`src/rtl/button_conditioner_pkg.sv`:
```
// Shared types and constants for the pushbutton conditioner.
// Holds the per-channel debounce FSM state type and the default debounce length.
package button_conditioner_pkg;

    typedef enum logic [1:0] {
        STABLE_LOW  = 2'd0,
        WAIT_HIGH   = 2'd1,
        STABLE_HIGH = 2'd2,
        WAIT_LOW    = 2'd3
    } btn_state_t;

    localparam int unsigned DEBOUNCE_CYCLES_DEFAULT = 16;

    // Counter must hold DEBOUNCE_CYCLES-1 with one bit of headroom.
    function automatic int unsigned count_width(input int unsigned cycles);
        return $clog2(cycles) + 1;
    endfunction

endpackage

```
`src/rtl/button_conditioner_debounce_cell.sv`:
```
// One pushbutton channel: two-flop synchronizer, debounce FSM with stability counter,
// and registered level / press / release outputs.
module debounce_cell
    import button_conditioner_pkg::*;
#(
    parameter int unsigned DEBOUNCE_CYCLES = DEBOUNCE_CYCLES_DEFAULT
) (
    input  logic clk,
    input  logic reset,
    input  logic i_raw,
    output logic o_level,
    output logic o_press,
    output logic o_release
);

    localparam int unsigned      CNT_W    = count_width(DEBOUNCE_CYCLES);
    localparam logic [CNT_W-1:0] CNT_LAST = CNT_W'(DEBOUNCE_CYCLES - 1);
    localparam logic [CNT_W-1:0] CNT_ONE  = CNT_W'(1);

    logic             r_sync1;
    logic             r_sync2;
    btn_state_t       r_state;
    logic [CNT_W-1:0] r_count;
    logic             r_level;
    logic             r_press;
    logic             r_release;

    logic             w_synced;
    btn_state_t       w_state_nxt;
    logic [CNT_W-1:0] w_count_nxt;
    logic             w_level_nxt;
    logic             w_press_nxt;
    logic             w_release_nxt;

    assign w_synced = r_sync2;

    always_ff @(posedge clk or negedge reset) begin
        if (!reset) begin
            r_sync1 <= 1'b0;
            r_sync2 <= 1'b0;
        end else begin
            r_sync1 <= i_raw;
            r_sync2 <= r_sync1;
        end
    end

    always_ff @(posedge clk or negedge reset) begin
        if (!reset) begin
            r_state   <= STABLE_LOW;
            r_count   <= '0;
            r_level   <= 1'b0;
            r_press   <= 1'b0;
            r_release <= 1'b0;
        end else begin
            r_state   <= w_state_nxt;
            r_count   <= w_count_nxt;
            r_level   <= w_level_nxt;
            r_press   <= w_press_nxt;
            r_release <= w_release_nxt;
        end
    end

    // Count clears on every path except an in-progress WAIT that still sees the new level.
    always_comb begin
        w_state_nxt   = r_state;
        w_count_nxt   = '0;
        w_level_nxt   = r_level;
        w_press_nxt   = 1'b0;
        w_release_nxt = 1'b0;
        unique case (r_state)
            STABLE_LOW: begin
                if (w_synced) begin
                    w_state_nxt = WAIT_HIGH;
                    w_count_nxt = CNT_ONE;
                end
            end
            WAIT_HIGH: begin
                if (!w_synced) begin
                    w_state_nxt = STABLE_LOW;
                end else if (r_count == CNT_LAST) begin
                    w_state_nxt = STABLE_HIGH;
                    w_level_nxt = 1'b1;
                    w_press_nxt = 1'b1;
                end else begin
                    w_count_nxt = r_count + 1'b1;
                end
            end
            STABLE_HIGH: begin
                if (!w_synced) begin
                    w_state_nxt = WAIT_LOW;
                    w_count_nxt = CNT_ONE;
                end
            end
            WAIT_LOW: begin
                if (w_synced) begin
                    w_state_nxt = STABLE_HIGH;
                end else if (r_count == CNT_LAST) begin
                    w_state_nxt   = STABLE_LOW;
                    w_level_nxt   = 1'b0;
                    w_release_nxt = 1'b1;
                end else begin
                    w_count_nxt = r_count + 1'b1;
                end
            end
            default: begin
                w_state_nxt = STABLE_LOW;
                w_level_nxt = 1'b0;
            end
        endcase
    end

    assign o_level   = r_level;
    assign o_press   = r_press;
    assign o_release = r_release;

    a_count_bound: assert property (@(posedge clk) disable iff (!reset) r_count <= CNT_LAST);
    a_pulse_excl:  assert property (@(posedge clk) disable iff (!reset) !(r_press && r_release));

endmodule

```
`src/rtl/button_conditioner.sv`:
```
// Pushbutton conditioner: N_BTN independent debounce channels feeding the processor's
// PUSHBUTTONS bus with a clean level plus one-cycle press/release strobes.
module button_conditioner
    import button_conditioner_pkg::*;
#(
    parameter int unsigned N_BTN           = 4,
    parameter int unsigned DEBOUNCE_CYCLES = DEBOUNCE_CYCLES_DEFAULT
) (
    input  logic             clk,
    input  logic             reset,
    input  logic [N_BTN-1:0] raw_btn,
    output logic [N_BTN-1:0] btn_level,
    output logic [N_BTN-1:0] press_pulse,
    output logic [N_BTN-1:0] release_pulse
);

    genvar g;
    generate
        for (g = 0; g < int'(N_BTN); g++) begin : g_cell
            debounce_cell #(
                .DEBOUNCE_CYCLES(DEBOUNCE_CYCLES)
            ) u_cell (
                .clk      (clk),
                .reset    (reset),
                .i_raw    (raw_btn[g]),
                .o_level  (btn_level[g]),
                .o_press  (press_pulse[g]),
                .o_release(release_pulse[g])
            );
        end
    endgenerate

endmodule

```
`config.mk`:
```
export PLATFORM = sky130hd
export DESIGN_NAME = button_conditioner
export DESIGN_NICKNAME = d
export VERILOG_FILES = /design/src/rtl/button_conditioner_pkg.sv /design/src/rtl/button_conditioner_debounce_cell.sv /design/src/rtl/button_conditioner.sv
export SDC_FILE = /design/constraint.sdc
export NUM_CORES = 1
export LEC_CHECK = 0
export CORE_ASPECT_RATIO = 1.5
export CORE_MARGIN = 2
export CORE_UTILIZATION = 56
export DETAILED_ROUTE_END_ITERATION = 7
export PLACE_DENSITY = 0.78
export SLEW_MARGIN = 10
export SYNTH_ARGS = -nofsm -noshare
export SYNTH_HDL_FRONTEND = slang
export SYNTH_SLANG_ARGS = --single-unit
```
`constraint.sdc`:
```
create_clock -name clk -period 1.75 [get_ports clk]
set_clock_uncertainty 0.1 [all_clocks]
set_input_delay 0.35 -clock clk [delete_from_list [all_inputs] [get_ports clk]]
set_output_delay 0.35 -clock clk [all_outputs]
set_load 0.03 [all_outputs]
```
==> results of run 1 <==
## synthesized netlist by cell type, drive strengths merged
| library cell | n | share of area [%] |
|---|---|---|
| xor2 | 8 | 3.6 |
| nand3 | 8 | 2.0 |
| o31ai | 3 | 1.1 |
| nand2b | 3 | 0.95 |
| and4b | 5 | 3.0 |
| inv | 1 | 0.19 |
| buf | 12 | 4.6 |
| o211ai | 3 | 1.1 |
| o21ai | 4 | 1.0 |
| xnor2 | 4 | 1.8 |
| nor2 | 11 | 2.1 |
| mux2 | 4 | 3.0 |
| a21oi | 2 | 0.51 |
| dfrtp | 48 | 61 |
| nor3 | 6 | 1.5 |
| nor3b | 5 | 1.9 |
| ha | 4 | 2.5 |
| nand2 | 18 | 4.4 |
| and2 | 8 | 2.6 |
| and3 | 3 | 0.95 |
## state kept, by name, summed over array words and instances (netlist names), named ones only
| register | count |
|---|---|
| g_cell.u_cell.o_level | 4 |
| g_cell.u_cell.o_press | 4 |
| g_cell.u_cell.o_release | 4 |
| g_cell.u_cell.r_count | 20 |
| g_cell.u_cell.r_state | 4 |
| g_cell.u_cell.r_sync1 | 4 |
| g_cell.u_cell.r_sync2 | 4 |
## layer usage
metal	vias to the layer above	track usage (%)	routed length, um
met4	0	7.692	65
met1	561	18.57	1183
met2	14	30.50	1576
met3	6	5.686	110
li1	554	-	-
met5	-	0	0
## area by class of cell
| cell class | instances | area (um2) |
|---|---|---|
| clock buffers | 8 | 90.09 |
| fillers | 274 | 1185 |
| inverters | 1 | 3.754 |
| multi-input cells | 99 | 674.4 |
| flip-flops and latches | 48 | 1201 |
| well taps | 42 | 52.55 |
| repair buffers | 18 | 176.4 |
## cells by family (layout without fill, tap and decap cells)
group	Yosys count	after routing	synth area share, %
and+or+nand+nor	67	67	19.51
DFF	48	48	60.99
buffers and inverters	13	27	4.765
AOI/OAI and AO/OA	12	12	3.812
xor gates and xnor gates	12	12	5.337
adders and majority gates	4	4	2.541
muxes	4	4	3.050
## power by group through the flow
| stage | clock [mW] | sequential [mW] | combinational [mW] |
|---|---|---|---|
| after floorplan | 0 | 1.18 | 0.0346 |
| after global placement | 0 | 1.18 | 0.0709 |
| after detailed placement | 0 | 1.18 | 0.0760 |
| after CTS | 0.677 | 1.16 | 0.0769 |
| after global routing | 0.720 | 1.16 | 0.0878 |
| final | 0.651 | 1.16 | 0.0746 |
## what timing repair did
| item | CTS | global route |
|---|---|---|
| cloned | 0 | 0 |
| resized for setup | 7 | 5 |
| setup endpoints to repair | 7 | 5 |
## worst max path at each step
stage                     slack (ps)  cells after the start        endpoint
after floorplan                  330                      4       flip-flop
after global placement           280                      1    btn_level[0]
after detailed placement         250                      4       flip-flop
after CTS                        0.8                      1  press_pulse[3]
after global routing             170                      1    btn_level[2]
final                            210                      1    btn_level[0]
==> impl_metrics.yaml, run 1 <==
outcome:
  status: "finished, final reports clean"
die:
  dieHeight_um: 76.63
  io_pins: 18
  start_util_pct: 58.21
  die_area_mm2: 0.004017
  std_cell_rows: 26
  core_area_mm2: 0.003383
  die_x_um: 52.42
timing:
  worstMarginPinSlew_ps: 576.1
  setup_viol: 0
  fin_crit_sh_pct: 87.76
  whs_ps: 34.58
  report.final.hold_viol_count: 0
  finalMaxSlewViolations: 0
  fin_crit_ps: 1536
  worst_slack_ps: 214.3
  max_slew_margin_pct: 61.59
  grt_setup_unrepaired: "false"
  fmax_mhz: 651.2
  setup_tns_ps: 0
finish:
  fin_util_pct: 64.98
  drive_gt1_share_pct: 11.49
  mostFrequentLayoutCells: "dfrtp_1, nand2_1, nor2_1"
  final_common_cell: "dfrtp_1"
  fin_cells: 216
  syn_to_final_growth_pct: 11.63
  nets: 183
  final_area_mm2: 0.002198
  diodes: 0
routing:
  ant_nets: 0
  route.detailed.drc: 0
  routed_wl_um: 2936
  post_drt_wl_per_cell_um: 13.59
  vias_per_cell: 5.255
  vias: 1135
  drtPass1Iterations: 4
  drt_iter0_drc: 10
clock_network:
  cts_buffers: 5
  post_cts_buffers: 0
  clock-sinks: 48
  cts_tree: "built"
  clockBufferDepth: 2
  root_buffer: "clkbuf_8"
  holdBufCountCts: 0
  path_clk_slew_ps: 80
  clkLatencyLatePin_ps: 300
  cts_max_level: 2
power_and_ir_drop:
  combPwrFrac_pct: 4.0
  switchingPower_mw: 0.3964
  ir_worst_vdd_mv: 0.6810
  switching_share_pct: 21.04
  power_leakage_nw: 1.129
  power.share.sequential_pct: 61.5
  powerDensity_mw_per_mm2: 857.1
  power_mw: 1.884
  internal_power_mw: 1.488
  clockPowerShare_pct: 34.5
global_routing:
  antenna_found_initial: 0
  grt_pass1_vias: 1197
  globalRouteTotalUtil_pct: 17.58
  grt_remaining_overflow: 0
  grt_pass1_wl_um: 5195
  grt_max_degree: 49
flow_run:
  maxCapViolCount: 0
worst_setup_path:
  r2r-start: "g_cell[0].u_cell.r_count[0]$_DFF_PN0_"
  endpoint_kind: "primary output"
  critPathMaxStageDelay_ps: 410
  cp_data_required_time_ps: 1300
  critPathKind: "reg2out"
  path_buf_inv: 1
  worst_path_max_delay_cell: "dlygate4sd2_1"
  crit_chain: "dlygate4sd2_1"
  reg2reg_depth: 4
  cp_top_family: "buffers and inverters"
  crit_fanout: 3
  crit_path_start: "g_cell[0].u_cell.o_level$_DFFE_PN0P_"
  arrival_ps: 1090
  rrSetupSlack_ps: 250
  critical_path.startpoint_type: "flip-flop"
placed_design:
  dp.cells: 208
  gp_congestion: 0.7019
  pre_cts_slack_ps: 245.5
  dpl-instance-area_mm2: 0.002105
  portBuffers: 17
  dp_hpwl_um: 2042
worst_hold_path:
  hold_path.class: "in2async"
yosys:
  synth_cell_types: 25
  yosysWarnings: 0
  synth_cells: 160
  ys_seq_area_share_pct: 60.99
  syn_avg_cell_area_um2: 12.31
  synthesis.nets: 170
  synth_area_mm2: 0.001969
  ys_seq_elements: 48
No activity file was read; power rests on OpenSTA's default activity.
==> run 2: changes to the inputs <==
Settings changed: CORE_MARGIN 2 to unset, CORE_UTILIZATION 56 to 55, CTS_CLUSTER_DIAMETER set to 120, PLACE_DENSITY 0.78 to 0.77.
==> run 2 against run 1 <==
Compared with the run above: worst setup slack worse by 9.5 ps; largest power group unchanged; combinational power shrank 3.2%; worst hold slack worse by 8.5 ps; first-iteration DRC count grew 70%; flip-flop and latch count unchanged; critical path depth stayed put.
==> impl_metrics.yaml, run 2 (synthesis results as in run 1) <==
clock_network:
  root_buffer: "clkbuf_8"
  cts_max_level: 2
  cts_tree: "built"
  clockBufferDepth: 2
  holdBufCountCts: 0
  clock-sinks: 48
  path_clk_slew_ps: 80
  cts_buffers: 5
  clkLatencyLatePin_ps: 290
global_routing:
  antenna_found_initial: 0
  grt_pass1_vias: 1123
  grt_pass1_wl_um: 4740
  grt_max_degree: 49
  globalRouteTotalUtil_pct: 17.29
  grt_remaining_overflow: 0
flow_run:
  maxCapViolCount: 0
worst_setup_path:
  path_buf_inv: 1
  cp_data_required_time_ps: 1300
  critical_path.startpoint_type: "flip-flop"
  crit_chain: "dlygate4sd2_1"
  critPathKind: "reg2out"
  cp_top_family: "buffers and inverters"
  critPathMaxStageDelay_ps: 410
  arrival_ps: 1100
  crit_fanout: 3
  rrSetupSlack_ps: 260
  worst_path_max_delay_cell: "dlygate4sd2_1"
  endpoint_kind: "primary output"
placed_design:
  dp_hpwl_um: 1992
  pre_cts_slack_ps: 253.9
  dp.cells: 208
  portBuffers: 17
  gp_congestion: 0.7368
finish:
  regArea_mm2: 0.001201
  syn_to_final_growth_pct: 11.56
  multiInputGateArea_um2: 674.4
  regMostFlops: "g_cell.u_cell.r_count"
  fin_util_pct: 64.32
  num-fill-cells: 269
  mostFrequentLayoutCells: "dfrtp_1, nand2_1, nor2_1"
  diodes: 0
  largest_reg_flops: 20
  fin_cells: 216
  nets: 183
  drive_gt1_share_pct: 12.64
  final_common_cell: "dfrtp_1"
routing:
  drt_iter0_drc: 17
  route.detailed.drc: 0
  vias: 1131
  vias_per_cell: 5.236
  ant_nets: 0
  post_drt_wl_per_cell_um: 12.96
  drtPass1Iterations: 4
  routed_wl_um: 2800
die:
  std_cell_rows: 26
  die_area_mm2: 0.003829
  core_area_mm2: 0.003416
  dieHeight_um: 75.29
  die_x_um: 50.86
  io_pins: 18
  start_util_pct: 57.66
timing:
  whs_ps: 26.13
  setup_tns_ps: 0
  fmax_mhz: 647.1
  finalMaxSlewViolations: 0
  fin_crit_ps: 1545
  max_slew_margin_pct: 62.53
  worstMarginPinSlew_ps: 562.0
  fin_crit_sh_pct: 88.30
  grt_setup_unrepaired: "false"
  report.final.hold_viol_count: 0
  worst_slack_ps: 204.8
  setup_viol: 0
worst_hold_path:
  hold_path.class: "in2async"
power_and_ir_drop:
  switching_share_pct: 21.07
  internal_power_mw: 1.480
  clockPowerShare_pct: 34.4
  ir_worst_vdd_mv: 0.7473
  power_leakage_nw: 1.120
  switchingPower_mw: 0.3953
  combPwrFrac_pct: 3.9
  power.share.sequential_pct: 61.8
  powerDensity_mw_per_mm2: 853.7
outcome:
  status: "finished, final reports clean"
[run 2: changes by cell type in the layout (fill, tap and decap cells not counted), sizes merged]
cell / previous run / this run
clkbuf: 8 / 6
clkinv: 0 / 2
dlygate4sd2: 7 / 8
dlymetal6s2s: 5 / 4
[run 2: metal layers]
metal | wire (um) | part of all wire (%) | vias up | GRT usage, %
met5 | 0 | 0 | - | 0
met4 | 57 | 2.0 | 0 | 8.642
met3 | 80 | 2.9 | 6 | 4.848
met2 | 1472 | 53 | 17 | 29.93
met1 | 1189 | 42 | 552 | 19.57
li1 | - | - | 556 | -
[run 2: worst reg2reg max path: stages (launching register included)]
cell and delay, ps:
dfrtp_1 400, ha_1 240, and4b_1 220, nand2_2 120
mux2_4 300
[run 2: stage by stage]
step	cell area, um2	power [mW]
6_report	2197	1.876
5_1_grt	2197	1.967
4_1_cts	2187	1.904
3_5_place_dp	2105	1.255
3_3_place_gp	2105	1.250
2_1_floorplan	1969	1.210
[run 2: final timing paths]
path	start	end	depth (start not counted)
worst max-delay path	g_cell[3].u_cell.o_level$_DFFE_PN0P_	btn_level[3]	1
worst min-delay path	reset	g_cell[1].u_cell.r_count[1]$_DFF_PN0_	2
worst max register to register	g_cell[0].u_cell.r_count[0]$_DFF_PN0_	flip-flop	4
worst min register to register	g_cell[0].u_cell.r_sync1$_DFF_PN0_	g_cell[0].u_cell.r_sync2$_DFF_PN0_	0
max in group asynchronous	reset	g_cell[3].u_cell.r_count[2]$_DFF_PN0_	2
min in group clk	g_cell[0].u_cell.r_sync1$_DFF_PN0_	g_cell[0].u_cell.r_sync2$_DFF_PN0_	0
[run 2: repair_timing]
item | 4_1_cts | 5_1_grt
setup buffers | 0 | 0
setup endpoints to repair | 8 | 4
gates resized for setup | 8 | 4
[run 2: final cells by class]
class                      instances  share of cell area [%]
tap                               42                   2.392
clock buffer                       6                   3.759
timing repair buffer              18                   7.859
clock inverter                     2                  0.4556
multi-input combinational         99                   30.69
inverter                           1                  0.1708
sequential                        48                   54.67
[run 2: power groups by stage]
| stage | Combinational (mW) | Sequential [mW] | Clock [mW] |
|---|---|---|---|
| finish | 0.0722 | 1.16 | 0.644 |
| global route | 0.0862 | 1.16 | 0.718 |
| CTS | 0.0749 | 1.16 | 0.671 |
| detailed placement | 0.0741 | 1.18 | 0 |
| global placement | 0.0710 | 1.18 | 0 |
| floorplan | 0.0346 | 1.18 | 0 |
==> run 3: changes to the inputs <==
Settings changed: CELL_PAD_IN_SITES_DETAIL_PLACEMENT set to 0, CELL_PAD_IN_SITES_GLOBAL_PLACEMENT set to 1, CORE_UTILIZATION 55 to 45, CTS_CLUSTER_DIAMETER 120 to 50, CTS_CLUSTER_SIZE set to 24, PLACE_DENSITY 0.77 to unset, PLACE_DENSITY_LB_ADDON set to 0.1.
==> run 3 against run 2 <==
Compared with the run above: worst hold slack better by 230 ps; power is 0.86% higher; critical path depth stayed put; design area up 0.97%; register-to-register slack barely moved; utilization fell by 12 points; non-clock buffer count grew 1; first-iteration DRC count up 24%; worst setup slack gained 28 ps; flip-flop and latch count did not move; critical endpoint unchanged; critical path type unchanged; sequential share of layout area shrank 0.52 points; clock-buffer cell count up 2.
==> impl_metrics.yaml, run 3 (synthesis results as in run 1) <==
worst_setup_path:
  path_buf_inv: 1
  critPathMaxStageDelay_ps: 400
  crit_fanout: 3
  cp_top_family: "buffers and inverters"
  cp_data_required_time_ps: 1300
  critPathKind: "reg2out"
  worst_path_max_delay_cell: "dlygate4sd2_1"
  endpoint_kind: "primary output"
  crit_chain: "dlygate4sd2_1"
  arrival_ps: 1070
  critical_path.startpoint_type: "flip-flop"
clock_network:
  cts_buffers: 5
  cts_tree: "built"
  cts_max_level: 2
  clockBufferDepth: 2
  clkLatencyLatePin_ps: 290
  post_cts_buffers: 0
  root_buffer: "clkbuf_8"
  path_clk_slew_ps: 80
  clock-sinks: 48
power_and_ir_drop:
  switchingPower_mw: 0.3998
  powerDensity_mw_per_mm2: 852.8
  combPwrFrac_pct: 4.1
  ir_worst_vdd_mv: 0.7432
  power_leakage_nw: 1.110
  power_mw: 1.892
  clockPowerShare_pct: 34.7
  internal_power_mw: 1.492
  power.share.sequential_pct: 61.2
  switching_share_pct: 21.13
timing:
  fin_crit_ps: 1517
  grt_setup_unrepaired: "false"
  fin_crit_sh_pct: 86.69
  max_slew_margin_pct: 78.99
  finalMaxSlewViolations: 0
  setup_tns_ps: 0
  fmax_mhz: 659.2
  report.final.hold_viol_count: 0
  setup_viol: 0
  worstMarginPinSlew_ps: 314.6
  whs_ps: 256.0
routing:
  ant_nets: 0
  route.detailed.drc: 0
  drt_iter0_drc: 21
  drtPass1Iterations: 4
  vias: 1132
  routed_wl_um: 2855
  post_drt_wl_per_cell_um: 12.92
  vias_per_cell: 5.122
outcome:
  status: "finished, final reports clean"
die:
  std_cell_rows: 29
  io_pins: 18
  core_area_mm2: 0.004209
  die_area_mm2: 0.004650
  dieHeight_um: 83.02
  start_util_pct: 46.79
  die_x_um: 56.02
placed_design:
  portBuffers: 17
  gp_congestion: 0.7549
  dpl-instance-area_mm2: 0.002122
  dp_hpwl_um: 1954
global_routing:
  grt_pass1_wl_um: 5078
  globalRouteTotalUtil_pct: 14.10
  grt_remaining_overflow: 0
  antenna_found_initial: 0
  grt_max_degree: 49
  grt_pass1_vias: 1179
finish:
  syn_to_final_growth_pct: 12.64
  multiInputGateArea_um2: 674.4
  num-fill-cells: 369
  drive_gt1_share_pct: 11.43
  regArea_mm2: 0.001201
  mostFrequentLayoutCells: "dfrtp_1, nand2_1, nor2_1"
  diodes: 0
  fin_util_pct: 52.71
  regMostFlops: "g_cell.u_cell.r_count"
  largest_reg_flops: 20
  final_common_cell: "dfrtp_1"
  nets: 184
  final_area_mm2: 0.002218
flow_run:
  maxCapViolCount: 0
worst_hold_path:
  hold_path.class: "reg2reg"
[run 3: what timing repair did]
item | CTS | global route
setup endpoints to repair | 9 | 3
resized for setup | 9 | 3
hold buffers | 1 | 0
hold endpoints to repair | 48 | 0
[run 3: final cells by class]
class,instances,share of cell area (%)
Clock buffer,8,4.061
Inverter,1,0.1692
Multi-Input combinational cell,99,30.40
Sequential cell,48,54.15
Tap cell,46,2.594
Timing Repair Buffer,19,8.629
[run 3: routing by layer]
layer	wire [um]	up-vias	track usage [%]
met5	0	-	0
met4	87	0	7.539
met3	108	10	4.517
met2	1453	20	22.94
met1	1206	545	16.35
li1	-	557	-
[run 3: power groups by stage]
stage               combinational [mW]  clock (mW)  sequential (mW)
finish                          0.0775       0.656             1.16
global route                    0.0914       0.726             1.16
detailed placement              0.0787           0             1.18
global placement                0.0774           0             1.18
floorplan                       0.0346           0             1.18
CTS                             0.0811       0.690             1.16
[run 3: final timing paths]
| path | startpoint | to | slack (ps) | depth (start not counted) |
|---|---|---|---|---|
| worst max-delay path | g_cell[3].u_cell.o_level$_DFFE_PN0P_ | btn_level[3] | 230 | 1 |
| worst min-delay path | g_cell[2].u_cell.r_sync1$_DFF_PN0_ | g_cell[2].u_cell.r_sync2$_DFF_PN0_ | 260 | 0 |
| worst max register to register | g_cell[3].u_cell.r_count[0]$_DFF_PN0_ | flip-flop | 250 | 4 |
| worst min register to register | g_cell[2].u_cell.r_sync1$_DFF_PN0_ | g_cell[2].u_cell.r_sync2$_DFF_PN0_ | 260 | 0 |
| max in group asynchronous | reset | g_cell[1].u_cell.r_sync1$_DFF_PN0_ | 880 | 3 |
| min in group asynchronous | reset | g_cell[1].u_cell.r_count[1]$_DFF_PN0_ | 460 | 3 |
[run 3: stage by stage]
step / instances / setup slack (ps)
floorplan: 160 / 333.4
global placement: 212 / 274.2
detailed placement: 212 / 265.5
CTS: 221 / 6.579
global route: 221 / 164.1
finish: 221 / 233.0
